==> config.mk <==
export PLATFORM = sky130hd
export DESIGN_NAME = xbar_w_route_fifo_flat
export DESIGN_NICKNAME = d
export VERILOG_FILES = /design/src/rtl/xbar_w_route_fifo_pkg.sv /design/src/rtl/xbar_w_route_fifo_if.sv /design/src/rtl/xbar_w_route_fifo_idx_fifo.sv /design/src/rtl/xbar_w_route_fifo.sv /design/src/flat_wrapper.sv
export SDC_FILE = /design/constraint.sdc
export NUM_CORES = 1
export LEC_CHECK = 0
export BUFFER_PORTS_ARGS = -buffer_cell sky130_fd_sc_hd__buf_2
export CORE_AREA = 2 2 73 75
export DETAILED_ROUTE_END_ITERATION = 8
export DIE_AREA = 0 0 75 77
export PLACE_DENSITY = 0.88
export REMOVE_ABC_BUFFERS = 1
export SYNTH_ARGS = -nofsm -noshare
export SYNTH_HDL_FRONTEND = slang
export SYNTH_HIERARCHICAL = 1
export SYNTH_SLANG_ARGS = --single-unit
==> constraint.sdc <==
create_clock -name clk_i -period 7.4 [get_ports clk_i]
set_clock_uncertainty 0.2 [all_clocks]
set_input_delay 2.22 -clock clk_i [delete_from_list [all_inputs] [get_ports clk_i]]
set_output_delay 2.22 -clock clk_i [all_outputs]
set_load 0.05 [all_outputs]
==> src/rtl/xbar_w_route_fifo_pkg.sv <==
// Shared types and constants for the crossbar W-channel routing stage.
// The route entry carries the AW length only when XBAR_W_LEN_CHECK_EN is defined.
package xbar_route_pkg;

  // Width needed to hold an index 0..n-1 (at least 1 bit).
  function automatic int unsigned idx_width(input int unsigned n);
    return (n > 1) ? $clog2(n) : 1;
  endfunction

  localparam int unsigned NoSlv     = 4;
  localparam int unsigned FifoDepth = 4;
  localparam int unsigned DataWidth = 64;
  localparam int unsigned UserWidth = 8;
  localparam int unsigned StrbWidth = DataWidth / 8;
  localparam int unsigned SelWidth  = idx_width(NoSlv + 1);

  typedef logic [SelWidth-1:0] sel_t;

  // The index one past the last real slave marks a decode error.
  localparam sel_t DECERR_SEL = sel_t'(NoSlv);

  typedef struct packed {
    sel_t       sel;
`ifdef XBAR_W_LEN_CHECK_EN
    logic [7:0] len;
`endif
  } route_entry_t;

  // Anything beyond the error code is folded onto it.
  function automatic sel_t sanitize_sel(input sel_t s);
    return (s > DECERR_SEL) ? DECERR_SEL : s;
  endfunction

endpackage

==> src/rtl/xbar_w_route_fifo_if.sv <==
// AW routing handshake plus upstream and per-slave W channel bundle.
// slave modport: the routing stage; master modport: the upstream driver.
interface xbar_w_route_fifo_if;
  import xbar_route_pkg::*;

  logic                 aw_valid_i;
  logic                 aw_ready_o;
  sel_t                 aw_sel_i;
  logic [7:0]           aw_len_i;

  logic                 w_valid_i;
  logic                 w_ready_o;
  logic [DataWidth-1:0] w_data_i;
  logic [StrbWidth-1:0] w_strb_i;
  logic                 w_last_i;
  logic [UserWidth-1:0] w_user_i;

  logic [NoSlv-1:0]     mst_w_valid_o;
  logic [NoSlv-1:0]     mst_w_ready_i;
  logic [DataWidth-1:0] mst_w_data_o;
  logic [StrbWidth-1:0] mst_w_strb_o;
  logic                 mst_w_last_o;
  logic [UserWidth-1:0] mst_w_user_o;

  modport slave (
    input  aw_valid_i, aw_sel_i, aw_len_i,
    output aw_ready_o,
    input  w_valid_i, w_data_i, w_strb_i, w_last_i, w_user_i,
    output w_ready_o,
    output mst_w_valid_o, mst_w_data_o, mst_w_strb_o, mst_w_last_o, mst_w_user_o,
    input  mst_w_ready_i
  );

  modport master (
    output aw_valid_i, aw_sel_i, aw_len_i,
    input  aw_ready_o,
    output w_valid_i, w_data_i, w_strb_i, w_last_i, w_user_i,
    input  w_ready_o,
    input  mst_w_valid_o, mst_w_data_o, mst_w_strb_o, mst_w_last_o, mst_w_user_o,
    output mst_w_ready_i
  );

endinterface

==> src/rtl/xbar_w_route_fifo_idx_fifo.sv <==
// Small synchronous FIFO of routing entries. No fall-through: a pushed entry
// becomes visible at head_o on the following cycle at the earliest.
// Depth must be a power of two so the pointers wrap naturally.
module xbar_idx_fifo
  import xbar_route_pkg::*;
#(
  parameter int unsigned Depth = 4
) (
  input  logic         clk_i,
  input  logic         rst_i,
  input  logic         push_i,
  input  route_entry_t data_i,
  input  logic         pop_i,
  output route_entry_t head_o,
  output logic         full_o,
  output logic         empty_o
);

  localparam int unsigned PtrW = idx_width(Depth);
  localparam int unsigned CntW = idx_width(Depth + 1);

  typedef logic [PtrW-1:0] ptr_t;
  typedef logic [CntW-1:0] cnt_t;

  route_entry_t mem_q [Depth];
  ptr_t         wr_ptr_q, wr_ptr_d;
  ptr_t         rd_ptr_q, rd_ptr_d;
  cnt_t         count_q, count_d;
  logic         do_push, do_pop;

  assign full_o  = (count_q == cnt_t'(Depth));
  assign empty_o = (count_q == '0);
  assign do_push = push_i && !full_o;
  assign do_pop  = pop_i && !empty_o;
  assign head_o  = mem_q[rd_ptr_q];

  // Pointer and occupancy next-state.
  always_comb begin
    wr_ptr_d = wr_ptr_q;
    rd_ptr_d = rd_ptr_q;
    count_d  = count_q;
    if (do_push) wr_ptr_d = wr_ptr_q + ptr_t'(1);
    if (do_pop)  rd_ptr_d = rd_ptr_q + ptr_t'(1);
    case ({do_push, do_pop})
      2'b10:   count_d = count_q + cnt_t'(1);
      2'b01:   count_d = count_q - cnt_t'(1);
      default: count_d = count_q;
    endcase
  end

  // Control state; cleared asynchronously so a reset discards all entries.
  always_ff @(posedge clk_i or posedge rst_i) begin
    if (rst_i) begin
      wr_ptr_q <= '0;
      rd_ptr_q <= '0;
      count_q  <= '0;
    end else begin
      wr_ptr_q <= wr_ptr_d;
      rd_ptr_q <= rd_ptr_d;
      count_q  <= count_d;
    end
  end

  // Entry storage; contents are only meaningful while counted as valid.
  always_ff @(posedge clk_i) begin
    if (do_push) mem_q[wr_ptr_q] <= data_i;
  end

endmodule

==> src/rtl/xbar_w_route_fifo.sv <==
// W-channel steering stage behind the crossbar AW decoder. Each accepted AW
// records its slave index; W beats go to the head entry's slave until WLAST.
// Decode-error bursts are sunk locally.
// Optional: XBAR_W_LEN_CHECK_EN adds an AWLEN vs. beat-count checker
// (w_len_err_o); routing is identical either way.
module xbar_w_route_fifo #(
  parameter int unsigned FifoDepth = xbar_route_pkg::FifoDepth
) (
  input  logic                clk_i,
  input  logic                rst_i,
  xbar_w_route_fifo_if.slave  bus,
  output logic                decerr_w_done_o,
  output logic                empty_o
`ifdef XBAR_W_LEN_CHECK_EN
  ,
  output logic                w_len_err_o
`endif
);
  import xbar_route_pkg::*;

  route_entry_t     push_entry;
  route_entry_t     head;
  logic             fifo_full, fifo_empty;
  logic             push, pop;
  logic             w_ready;
  logic             head_is_err;
  logic [NoSlv-1:0] mst_valid;

  // aw_ready depends only on registered occupancy, never on the W side.
  assign bus.aw_ready_o = !fifo_full;
  assign push           = bus.aw_valid_i && !fifo_full;

  // Build the entry to store; out-of-range indices become the error code.
  always_comb begin
    push_entry     = '0;
    push_entry.sel = sanitize_sel(bus.aw_sel_i);
`ifdef XBAR_W_LEN_CHECK_EN
    push_entry.len = bus.aw_len_i;
`endif
  end

  xbar_idx_fifo #(
    .Depth (FifoDepth)
  ) u_fifo (
    .clk_i   (clk_i),
    .rst_i   (rst_i),
    .push_i  (push),
    .data_i  (push_entry),
    .pop_i   (pop),
    .head_o  (head),
    .full_o  (fifo_full),
    .empty_o (fifo_empty)
  );

  // Steer valid to the head slave and return its ready; sink error bursts.
  always_comb begin
    mst_valid   = '0;
    w_ready     = 1'b0;
    head_is_err = 1'b0;
    if (!fifo_empty) begin
      if (head.sel == DECERR_SEL) begin
        head_is_err = 1'b1;
        w_ready     = 1'b1;
      end else begin
        for (int unsigned i = 0; i < NoSlv; i++) begin
          if (head.sel == sel_t'(i)) begin
            mst_valid[i] = bus.w_valid_i;
            w_ready      = bus.mst_w_ready_i[i];
          end
        end
      end
    end
  end

  assign pop             = bus.w_valid_i && w_ready && bus.w_last_i;
  assign decerr_w_done_o = pop && head_is_err;
  assign empty_o         = fifo_empty;

  assign bus.w_ready_o     = w_ready;
  assign bus.mst_w_valid_o = mst_valid;
  assign bus.mst_w_data_o  = bus.w_data_i;
  assign bus.mst_w_strb_o  = bus.w_strb_i;
  assign bus.mst_w_last_o  = bus.w_last_i;
  assign bus.mst_w_user_o  = bus.w_user_i;

`ifdef XBAR_W_LEN_CHECK_EN
  // beat_cnt_q is the zero-based index of the next beat in the current burst,
  // so a well-formed burst carries WLAST exactly when the index equals AWLEN.
  logic [7:0] beat_cnt_q, beat_cnt_d;
  logic       len_err_q, len_err_d;
  logic       w_hs;

  assign w_hs = bus.w_valid_i && w_ready;

  // Beat index tracking and error detection per W handshake.
  always_comb begin
    beat_cnt_d = beat_cnt_q;
    len_err_d  = 1'b0;
    if (w_hs) begin
      if (bus.w_last_i) begin
        len_err_d  = (beat_cnt_q != head.len);
        beat_cnt_d = '0;
      end else begin
        len_err_d  = (beat_cnt_q == head.len);
        beat_cnt_d = beat_cnt_q + 8'd1;
      end
    end
  end

  // Register the counter and the one-cycle error pulse.
  always_ff @(posedge clk_i or posedge rst_i) begin
    if (rst_i) begin
      beat_cnt_q <= '0;
      len_err_q  <= 1'b0;
    end else begin
      beat_cnt_q <= beat_cnt_d;
      len_err_q  <= len_err_d;
    end
  end

  assign w_len_err_o = len_err_q;
`else
  logic unused_len;
  assign unused_len = ^bus.aw_len_i;
`endif

endmodule

==> src/flat_wrapper.sv <==
// flat-port wrapper written by rule: the top's interface ports become plain ports
module xbar_w_route_fifo_flat import xbar_route_pkg::*;
#(
  parameter int unsigned FifoDepth = xbar_route_pkg::FifoDepth
)
  (clk_i, rst_i, decerr_w_done_o, empty_o, bus_aw_valid_i, bus_aw_sel_i, bus_aw_len_i, bus_aw_ready_o, bus_w_valid_i, bus_w_data_i, bus_w_strb_i, bus_w_last_i, bus_w_user_i, bus_w_ready_o, bus_mst_w_valid_o, bus_mst_w_data_o, bus_mst_w_strb_o, bus_mst_w_last_o, bus_mst_w_user_o, bus_mst_w_ready_i);
  xbar_w_route_fifo_if bus_i ();
  input  logic clk_i;
  input  logic rst_i;
  output logic decerr_w_done_o;
  output logic empty_o;
  input wire logic [$bits(bus_i.aw_valid_i)-1:0] bus_aw_valid_i;
  input wire logic [$bits(bus_i.aw_sel_i)-1:0] bus_aw_sel_i;
  input wire logic [$bits(bus_i.aw_len_i)-1:0] bus_aw_len_i;
  output wire logic [$bits(bus_i.aw_ready_o)-1:0] bus_aw_ready_o;
  input wire logic [$bits(bus_i.w_valid_i)-1:0] bus_w_valid_i;
  input wire logic [$bits(bus_i.w_data_i)-1:0] bus_w_data_i;
  input wire logic [$bits(bus_i.w_strb_i)-1:0] bus_w_strb_i;
  input wire logic [$bits(bus_i.w_last_i)-1:0] bus_w_last_i;
  input wire logic [$bits(bus_i.w_user_i)-1:0] bus_w_user_i;
  output wire logic [$bits(bus_i.w_ready_o)-1:0] bus_w_ready_o;
  output wire logic [$bits(bus_i.mst_w_valid_o)-1:0] bus_mst_w_valid_o;
  output wire logic [$bits(bus_i.mst_w_data_o)-1:0] bus_mst_w_data_o;
  output wire logic [$bits(bus_i.mst_w_strb_o)-1:0] bus_mst_w_strb_o;
  output wire logic [$bits(bus_i.mst_w_last_o)-1:0] bus_mst_w_last_o;
  output wire logic [$bits(bus_i.mst_w_user_o)-1:0] bus_mst_w_user_o;
  input wire logic [$bits(bus_i.mst_w_ready_i)-1:0] bus_mst_w_ready_i;
  assign bus_i.aw_valid_i = bus_aw_valid_i;
  assign bus_i.aw_sel_i = bus_aw_sel_i;
  assign bus_i.aw_len_i = bus_aw_len_i;
  assign bus_aw_ready_o = bus_i.aw_ready_o;
  assign bus_i.w_valid_i = bus_w_valid_i;
  assign bus_i.w_data_i = bus_w_data_i;
  assign bus_i.w_strb_i = bus_w_strb_i;
  assign bus_i.w_last_i = bus_w_last_i;
  assign bus_i.w_user_i = bus_w_user_i;
  assign bus_w_ready_o = bus_i.w_ready_o;
  assign bus_mst_w_valid_o = bus_i.mst_w_valid_o;
  assign bus_mst_w_data_o = bus_i.mst_w_data_o;
  assign bus_mst_w_strb_o = bus_i.mst_w_strb_o;
  assign bus_mst_w_last_o = bus_i.mst_w_last_o;
  assign bus_mst_w_user_o = bus_i.mst_w_user_o;
  assign bus_i.mst_w_ready_i = bus_mst_w_ready_i;
  xbar_w_route_fifo #(.FifoDepth(FifoDepth)) u_core (.clk_i(clk_i), .rst_i(rst_i), .bus(bus_i), .decerr_w_done_o(decerr_w_done_o), .empty_o(empty_o));
endmodule
==> impl_metrics.yaml, run 1 <==
power:
  clkPwrFrac_pct: 13.5
  ir_drop_v: 0.0001024
  swShare_pct: 43.58
  intPower_uw: 291.5
  p_sw_uw: 225.2
  power_density_nw_per_um2: 412.9
  p_leak_uw: 0.0005230
  seq_power_share_pct: 35.9
  combPwrFrac_pct: 50.6
critical_path:
  worst-path-stages: 5
  crit_buf_inv: 2
  setup.worst_path.start: "bus_mst_w_ready_i[2]"
  r2r-end: "u_core/u_fifo/count_q[2]"
  path_cells: "buf_2 -> mux2_4 -> a221oi_2 -> nor2_1 -> buf_2"
  crit_path_end: "bus_w_ready_o"
  worstSetupStartpointType: "primary input"
  crit_type: "in2out"
  cp_top_family: "buffers and inverters"
  slowest_stage: "a221oi_2"
  reg2reg_depth: 11
  cp_max_fo: 2
  rrSetupSlack_ns: 4.07
  cpPeakStageDelay_ns: 0.32
  r2r-start: "u_core/u_fifo/rd_ptr_q[0]"
  end_kind: "primary output"
  cpMostUsedCell: "buf_2"
  arrival_ns: 3.21
  cp.required_ns: 4.98
timing:
  tightest_slew_ns: 0.7700
  fin_crit_ns: 5.633
  tns_ns: 0
  maxSlewViolCount: 0
  maxSlewHeadroom_pct: 48.27
  fin_crit_sh_pct: 76.12
  setup_violations: 0
  clock.fmax_ghz: 0.1775
  rsz0062_at_grt: "no"
  hold_violations: 0
cells_and_area:
  mostFrequentLayoutCells: "buf_2 (20), edfxtp_1 (12), inv_1 (8)"
  diodes: 0
  fin_nets: 207
  post-route-util_pct: 25.14
  drive_gt1_share_pct: 38.00
  synthToLayoutAreaGrowth_pct: -23.49
  layout_commonest_cell: "buf_2"
logic_synthesis:
  synth_flop_cell: "edfxtp_1"
  ys_ff_latch: 19
  avgSynthCellArea_um2: 10.29
  synth.area.top_cells: "buf_4 (37%), edfxtp_1 (22%), dfrtp_1 (11%)"
  syn_inst: 159
  synth-seq-area-share_pct: 32.75
  netlist_area_um2: 1635
  netlist.area_leader.share_pct: 37.18
  yosysWarnings: 6
  synth_edf_count: 12
  synth.largest_area_cell: "buf_4"
  synth_cell_types: 27
  synthArstFlopShare_pct: 36.84
floorplanning:
  rows: 26
  die_y_um: 77
  coreArea_um2: 4977
  start_util_pct: 32.86
  dieArea_um2: 5775
  ios: 189
  die_w_um: 75
detailed_routing:
  route.detailed.drc: 0
  drtIter0Drc: 52
  firstDrtPassIters: 4
  wirelength_mm: 9.563
  antenna_left: 0
  dr_total_vias: 891
  wl_per_cell_um: 56.25
  vias_per_cell: 5.241
clocking:
  clk_pin_slew_ns: 0.07
  cts_made_buffers: 3
  cts_setup_buffers: 0
  holdBufCountCts: 0
  cts-root-buf: "clkbuf_8"
  ctsResizeCount: 0
  cts_tree: "built"
  cts.sinks: 19
  h-tree-depth: 1
  cts_buffer_depth: 2
  insertion_delay_ns: 0.25
global_routing:
  grt-ovfl-total: 0
  antenna_found_initial: 0
  grt_pass1_vias: 892
  grt_pass1_wl_mm: 11.06
  grt_usage_pct: 32.64
  grt_start_max_net_pins: 11
outcome:
  status: "complete, no violations"
hold_path:
  hold_class: "reg2reg"
placed_design:
  gp_congestion: 1.219
  port_buffers: 20
  place_hpwl_mm: 8.965
run:
  cap_viol_max_count: 0
sequential cells by signal, summed over array words and instances, names as in the netlist:
name / count
u_core/u_fifo/mem_q: 12
u_core/u_fifo/wr_ptr_q: 2
u_core/u_fifo/count_q: 3
u_core/u_fifo/rd_ptr_q: 2
per-stage QoR:
step           cell area, um^2  setup WS (ns)  std cells  total power, uW  hold slack (ns)
6_report                  1251          1.767        170            516.7           0.3549
5_1_grt                   1251          1.717        170            542.4           0.3890
4_1_cts                   1251          1.774        170            510.8           0.3471
3_5_place_dp              1206          1.779        166            442.3           0.3313
3_3_place_gp              1206          1.758        166            428.3           0.3069
2_1_floorplan             1018          1.543         76            385.5           0.2851
Yosys cell counts (2+ instances only):
master / n
and2_2: 3
buf_4: 81
dfrtp_1: 7
edfxtp_1: 12
ha_1: 5
inv_1: 8
mux2_4: 2
mux4_2: 3
nand2_1: 5
nor2_1: 5
nor2b_1: 4
nor3_1: 4
nor3b_1: 2
xnor2_1: 3
xor2_1: 3
how the worst min path moves through the flow:
stage / from / endpoint / slack (ns) / cells past startpoint
finish: u_core/u_fifo/count_q[2] / u_core/u_fifo/count_q[2] / 0.35 / 1
floorplan: u_core/u_fifo/count_q[2] / u_core/u_fifo/count_q[2] / 0.29 / 1
global route: u_core/u_fifo/count_q[2] / u_core/u_fifo/count_q[2] / 0.39 / 1
global placement: u_core/u_fifo/count_q[2] / u_core/u_fifo/count_q[2] / 0.31 / 1
detailed placement: u_core/u_fifo/count_q[2] / u_core/u_fifo/count_q[2] / 0.33 / 1
CTS: u_core/u_fifo/count_q[2] / u_core/u_fifo/count_q[2] / 0.35 / 1
per-layer routing:
layer	wire [um]	global-route usage [%]	part of all wire, %
met5	61	17.17	0.64
met2	4764	56.05	50
met1	1102	8.785	12
met4	1018	27.14	11
met3	2616	41.79	27
layout make-up:
class                           instances  area (um^2)
Clock buffer                            4        45.04
Fill cell                             539         3726
Inverter                                8        30.03
Multi-Input combinational cell         49        452.9
Sequential cell                        19        535.5
Tap cell                               70        87.58
Timing Repair Buffer                   20        100.1
power groups by stage:
stage               Clock [uW]  Combinational, uW  Sequential (uW)
floorplan                    0                209              177
global placement             0                247              182
detailed placement           0                257              186
CTS                       69.0                258              184
global route              73.5                280              189
finish                    69.8                261              186
logic make-up (layout without fill, tap and decap cells):
logic type               after synthesis  in the layout  synth area share, %
buffers and inverters                 91             32                39.56
AND/OR/NAND/NOR                       29             29                11.32
flip-flops                            19             19                32.75
adder cells (fa/ha/maj)                6              6                5.050
XOR/XNOR                               6              6                3.214
multiplexers                           6              6                6.580
AO/OA/AOI/OAI                          2              2                1.530
Power figures use the tool's default switching activity.
==> run 2, diff against run 1 <==
Settings changed: CORE_AREA 2 2 73 75 to not set, CORE_MARGIN set to 1, CORE_UTILIZATION set to 31, DIE_AREA 0 0 75 77 to not set, PLACE_DENSITY 0.88 to 0.87.
Clock period 7.4 ns to 4.95 ns, I/O delays scaled along.
==> run 2 against run 1 <==
Core utilization down 0.62 points. Power up 50%. Global-route usage up 0.36 points. Worst hold slack worse by 0.020 ns. Final cell count is the same. Critical path depth is the same. Critical endpoint unchanged. Largest cell class unchanged. Largest power group unchanged.
==> impl_metrics.yaml, run 2 (synthesized netlist as in run 1, its figures left out) <==
clocking:
  cts-root-buf: "clkbuf_8"
  cts_tree: "built"
  insertion_delay_ns: 0.26
  clk_pin_slew_ns: 0.07
  holdBufCountCts: 0
  cts_setup_buffers: 0
  cts_made_buffers: 3
  cts_buffer_depth: 2
  cts.sinks: 19
  h-tree-depth: 1
  ctsResizeCount: 0
timing:
  fin_crit_ns: 4.158
  whs_ns: 0.3349
  maxSlewViolCount: 0
  maxSlewHeadroom_pct: 53.14
  rsz0062_at_grt: "no"
  hold_violations: 0
  tightest_slew_ns: 0.6976
  setup_violations: 0
  tns_ns: 0
  fin_crit_sh_pct: 84.01
  clock.fmax_ghz: 0.2405
placed_design:
  port_buffers: 20
  gp_congestion: 1.070
  place_hpwl_mm: 8.837
floorplanning:
  die_w_um: 74.63
  coreArea_um2: 5107
  die_y_um: 74.63
  start_util_pct: 32.02
  dieArea_um2: 5570
  rows: 26
  ios: 189
cells_and_area:
  drive_gt1_share_pct: 39.00
  mostFrequentLayoutCells: "buf_2 (20), edfxtp_1 (12), inv_1 (8)"
  synthToLayoutAreaGrowth_pct: -23.41
  regMostFlops: "u_core/u_fifo/mem_q"
  fin_nets: 207
  diodes: 0
  n_fill_cell: 541
  reg_top3: "u_core/u_fifo/mem_q (12), u_core/u_fifo/count_q (3)"
  largest_reg_flops: 12
  layout_commonest_cell: "buf_2"
critical_path:
  slowest_stage: "a221oi_2"
  end_kind: "primary output"
  worstSetupStartpointType: "primary input"
  cp.required_ns: 3.26
  crit_type: "in2out"
  path_cells: "buf_2 -> mux2_4 -> a221oi_2 -> nor2_1 -> buf_2"
  cp_max_fo: 2
  cpPeakStageDelay_ns: 0.32
  arrival_ns: 2.47
  cpMostUsedCell: "buf_2"
global_routing:
  grt_busiest_layer: "met2"
  grt_start_max_net_pins: 12
  grt_pass1_wl_mm: 10.38
  grt-ovfl-total: 0
  antenna_found_initial: 0
  grtUsageMet1_pct: 8.312
  grt_pass1_vias: 775
  grt_usage_pct: 32.99
  grtUsageMet3_pct: 45.52
  use_met2_pct: 57.66
power:
  ir_drop_v: 0.0001213
  p_leak_uw: 0.0005257
  power_density_nw_per_um2: 619.2
run:
  cap_viol_max_count: 0
detailed_routing:
  route.detailed.drc: 0
  dr_total_vias: 920
  firstDrtPassIters: 5
  wl_per_cell_um: 55.31
  antenna_left: 0
  vias_per_cell: 5.412
  wirelength_mm: 9.403
  drtIter0Drc: 64
hold_path:
  hold_class: "reg2reg"
outcome:
  status: "complete, no violations"
## run 2: changes by cell type in the layout (fill, tap and decap cells not counted)
cell,delta
clkbuf_1,-1
clkinv_2,+1
## run 2: final timing paths
path	startpoint	slack, ns	to	depth (start not counted)
worst min register to register	u_core/u_fifo/count_q[2]	0.33	u_core/u_fifo/count_q[2]	1
worst max register to register	u_core/u_fifo/rd_ptr_q[0]	1.67	u_core/u_fifo/count_q[2]	11
worst max-delay path	bus_mst_w_ready_i[2]	0.79	bus_w_ready_o	5
min in group asynchronous	rst_i	0.94	u_core/u_fifo/count_q[1]	2
max in group asynchronous	rst_i	3.39	u_core/u_fifo/count_q[0]	2
worst min-delay path	u_core/u_fifo/count_q[2]	0.33	u_core/u_fifo/count_q[2]	1
## run 2: routing by layer
layer  wire length (um)  up-vias
met5                 70        -
met4                943        4
met3               2678       49
met2               4652      194
met1               1058      362
li1                   -      311
## run 2: report_power, final
part	internal [uW]	switching (uW)
clock	56.1	52.9
sequential	223	52.2
combinational	155	236
## run 2: per-stage QoR
stage	instance area (um^2)	utilization [%]	instances	power [uW]	worst slack, ns
global placement	1206	23.62	166	649.5	0.7749
global route	1252	24.52	170	811.2	0.7767
detailed placement	1206	23.62	166	658.1	0.8017
finish	1252	24.52	170	775.5	0.7915
CTS	1252	24.52	170	765.2	0.7939
floorplan	1018	-	76	576.3	0.5632
## run 2: worst max-delay path: cells and delay by family
kind | cells | cell delay [ns]
buffers and inverters | 2 | 0.34
AOI/OAI and AO/OA | 1 | 0.32
muxes | 1 | 0.27
and+or+nand+nor | 1 | 0.07
## run 2: final cells by class
class	count	area [um^2]	area share [%]
flip-flops and latches	19	535.5	42.76
clock inverters	1	5.005	0.3996
well taps	70	87.58	6.993
multi-input cells	49	452.9	36.16
inverters	8	30.03	2.398
repair buffers	20	100.1	7.992
clock buffers	3	41.29	3.297
==> run 3, diff against run 2 <==
Settings changed: CORE_AREA set to 2 2 73 75, CORE_MARGIN 1 to not set, CORE_UTILIZATION 31 to not set, DIE_AREA set to 0 0 75 77, PLACE_DENSITY 0.87 to 0.88.
Clock period 4.95 ns to 4.08 ns, I/O delays scaled along.
==> run 3 against run 2 <==
Critical path depth unchanged. Register-to-register slack got worse by 0.81 ns. Via count decreased by 2.7%.
==> impl_metrics.yaml, run 3 (synthesized netlist as in run 1, its figures left out) <==
timing:
  fin_crit_sh_pct: 92.39
  tightest_slew_ns: 0.7493
  maxSlewHeadroom_pct: 49.66
  whs_ns: 0.3488
  rsz0062_at_grt: "no"
  maxSlewViolCount: 0
  fin_crit_ns: 3.769
  tns_ns: 0
  setup_violations: 0
  clock.fmax_ghz: 0.2653
  hold_violations: 0
power:
  p_leak_uw: 0.0005230
  power_density_nw_per_um2: 742.9
  ir_drop_v: 0.0001788
critical_path:
  cp_top_family: "multiplexers"
  cp_max_fo: 7
  worstSetupStartpointType: "register"
  crit_type: "reg2out"
  crit_buf_inv: 1
  end_kind: "primary output"
  arrival_ns: 2.35
  cpPeakStageDelay_ns: 0.63
  slowest_stage: "mux4_2"
  path_cells: "mux4_2 -> mux2_4 -> a221oi_2 -> nor2_1 -> buf_2"
  cp.required_ns: 2.66
cells_and_area:
  reg_top3: "u_core/u_fifo/mem_q (12), u_core/u_fifo/count_q (3)"
  diodes: 0
  largest_reg_flops: 12
  layout_commonest_cell: "buf_2"
  regMostFlops: "u_core/u_fifo/mem_q"
  mostFrequentLayoutCells: "buf_2 (20), edfxtp_1 (12), inv_1 (8)"
  fin_nets: 207
  drive_gt1_share_pct: 38.00
  synthToLayoutAreaGrowth_pct: -23.49
  stdcell_count: 170
detailed_routing:
  drtIter0Drc: 61
  vias_per_cell: 5.265
  antenna_left: 0
  route.detailed.drc: 0
  dr_total_vias: 895
  firstDrtPassIters: 3
  wirelength_mm: 9.450
  wl_per_cell_um: 55.59
global_routing:
  grt-ovfl-total: 0
  grt_pass1_wl_mm: 10.94
  antenna_found_initial: 0
  grt_start_max_net_pins: 11
  grt_usage_pct: 32.23
  grt_pass1_vias: 797
floorplanning:
  rows: 26
  start_util_pct: 32.86
  coreArea_um2: 4977
  die_y_um: 77
  ios: 189
  dieArea_um2: 5775
  die_w_um: 75
outcome:
  status: "complete, no violations"
placed_design:
  place_hpwl_mm: 8.887
  placed_cells: 166
  gp_congestion: 1.208
  port_buffers: 20
clocking:
  cts_buffer_depth: 2
  cts-root-buf: "clkbuf_8"
  h-tree-depth: 1
  cts.sinks: 19
  insertion_delay_ns: 0.25
  cts_made_buffers: 3
  cts_setup_buffers: 0
  cts_tree: "built"
  clk_pin_slew_ns: 0.07
  holdBufCountCts: 0
  ctsResizeCount: 0
hold_path:
  hold_class: "reg2reg"
run:
  cap_viol_max_count: 0
## run 3: final cells by class
type,instances,area [um^2]
Timing Repair Buffer,20,100.1
Tap cell,70,87.58
Multi-Input combinational cell,49,452.9
Fill cell,520,3726
Clock buffer,4,45.04
Inverter,8,30.03
Sequential cell,19,535.5
## run 3: per-layer routing
layer	up-vias	global-route usage, %	share of wire, %
li1	312	-	-
met1	366	7.793	10
met2	173	55.61	51
met3	40	43.76	28
met4	4	26.07	9.4
met5	-	10.10	0.77
## run 3: path summary, 6_finish.rpt
kind / startpoint / endpoint / slack, ns / cells after the start
min: u_core/u_fifo/count_q[2] / u_core/u_fifo/count_q[2] / 0.35 / 1
min in group asynchronous: rst_i / u_core/u_fifo/count_q[1] / 0.70 / 2
min reg2reg: u_core/u_fifo/count_q[2] / u_core/u_fifo/count_q[2] / 0.35 / 1
max: u_core/u_fifo/rd_ptr_q[0] / bus_w_ready_o / 0.31 / 5
max reg2reg: u_core/u_fifo/rd_ptr_q[0] / u_core/u_fifo/count_q[2] / 0.86 / 11
max in group asynchronous: rst_i / u_core/u_fifo/rd_ptr_q[1] / 2.77 / 2
## run 3: worst register-to-register path, cell delays in order (launching register included)
cell and delay (ns):
dfrtp_1 0.49, mux4_2 0.62, and4bb_2 0.34, a221oi_2 0.05
nor3_1 0.18, o31a_2 0.21, ha_1 0.19, inv_1 0.06
fa_1 0.39, xor2_1 0.15, nor2_1 0.12, xor2_1 0.15
## run 3: where the power goes
part           switching, uW  internal, uW  total [uW]
registers               63.3           271         334
logic                    281           187         467
clock network           58.5          69.4         128
total                    402           527         930
## run 3: through the flow
step	util (%)	setup slack [ns]	power (uW)	area, um^2
2_1_floorplan	-	0.2095	699.2	1018
3_3_place_gp	24.23	0.4301	777.0	1206
5_1_grt	25.14	0.2338	983.1	1251
4_1_cts	25.14	0.3207	920.4	1251
6_report	25.14	0.3106	929.6	1251
3_5_place_dp	24.23	0.4381	794.8	1206
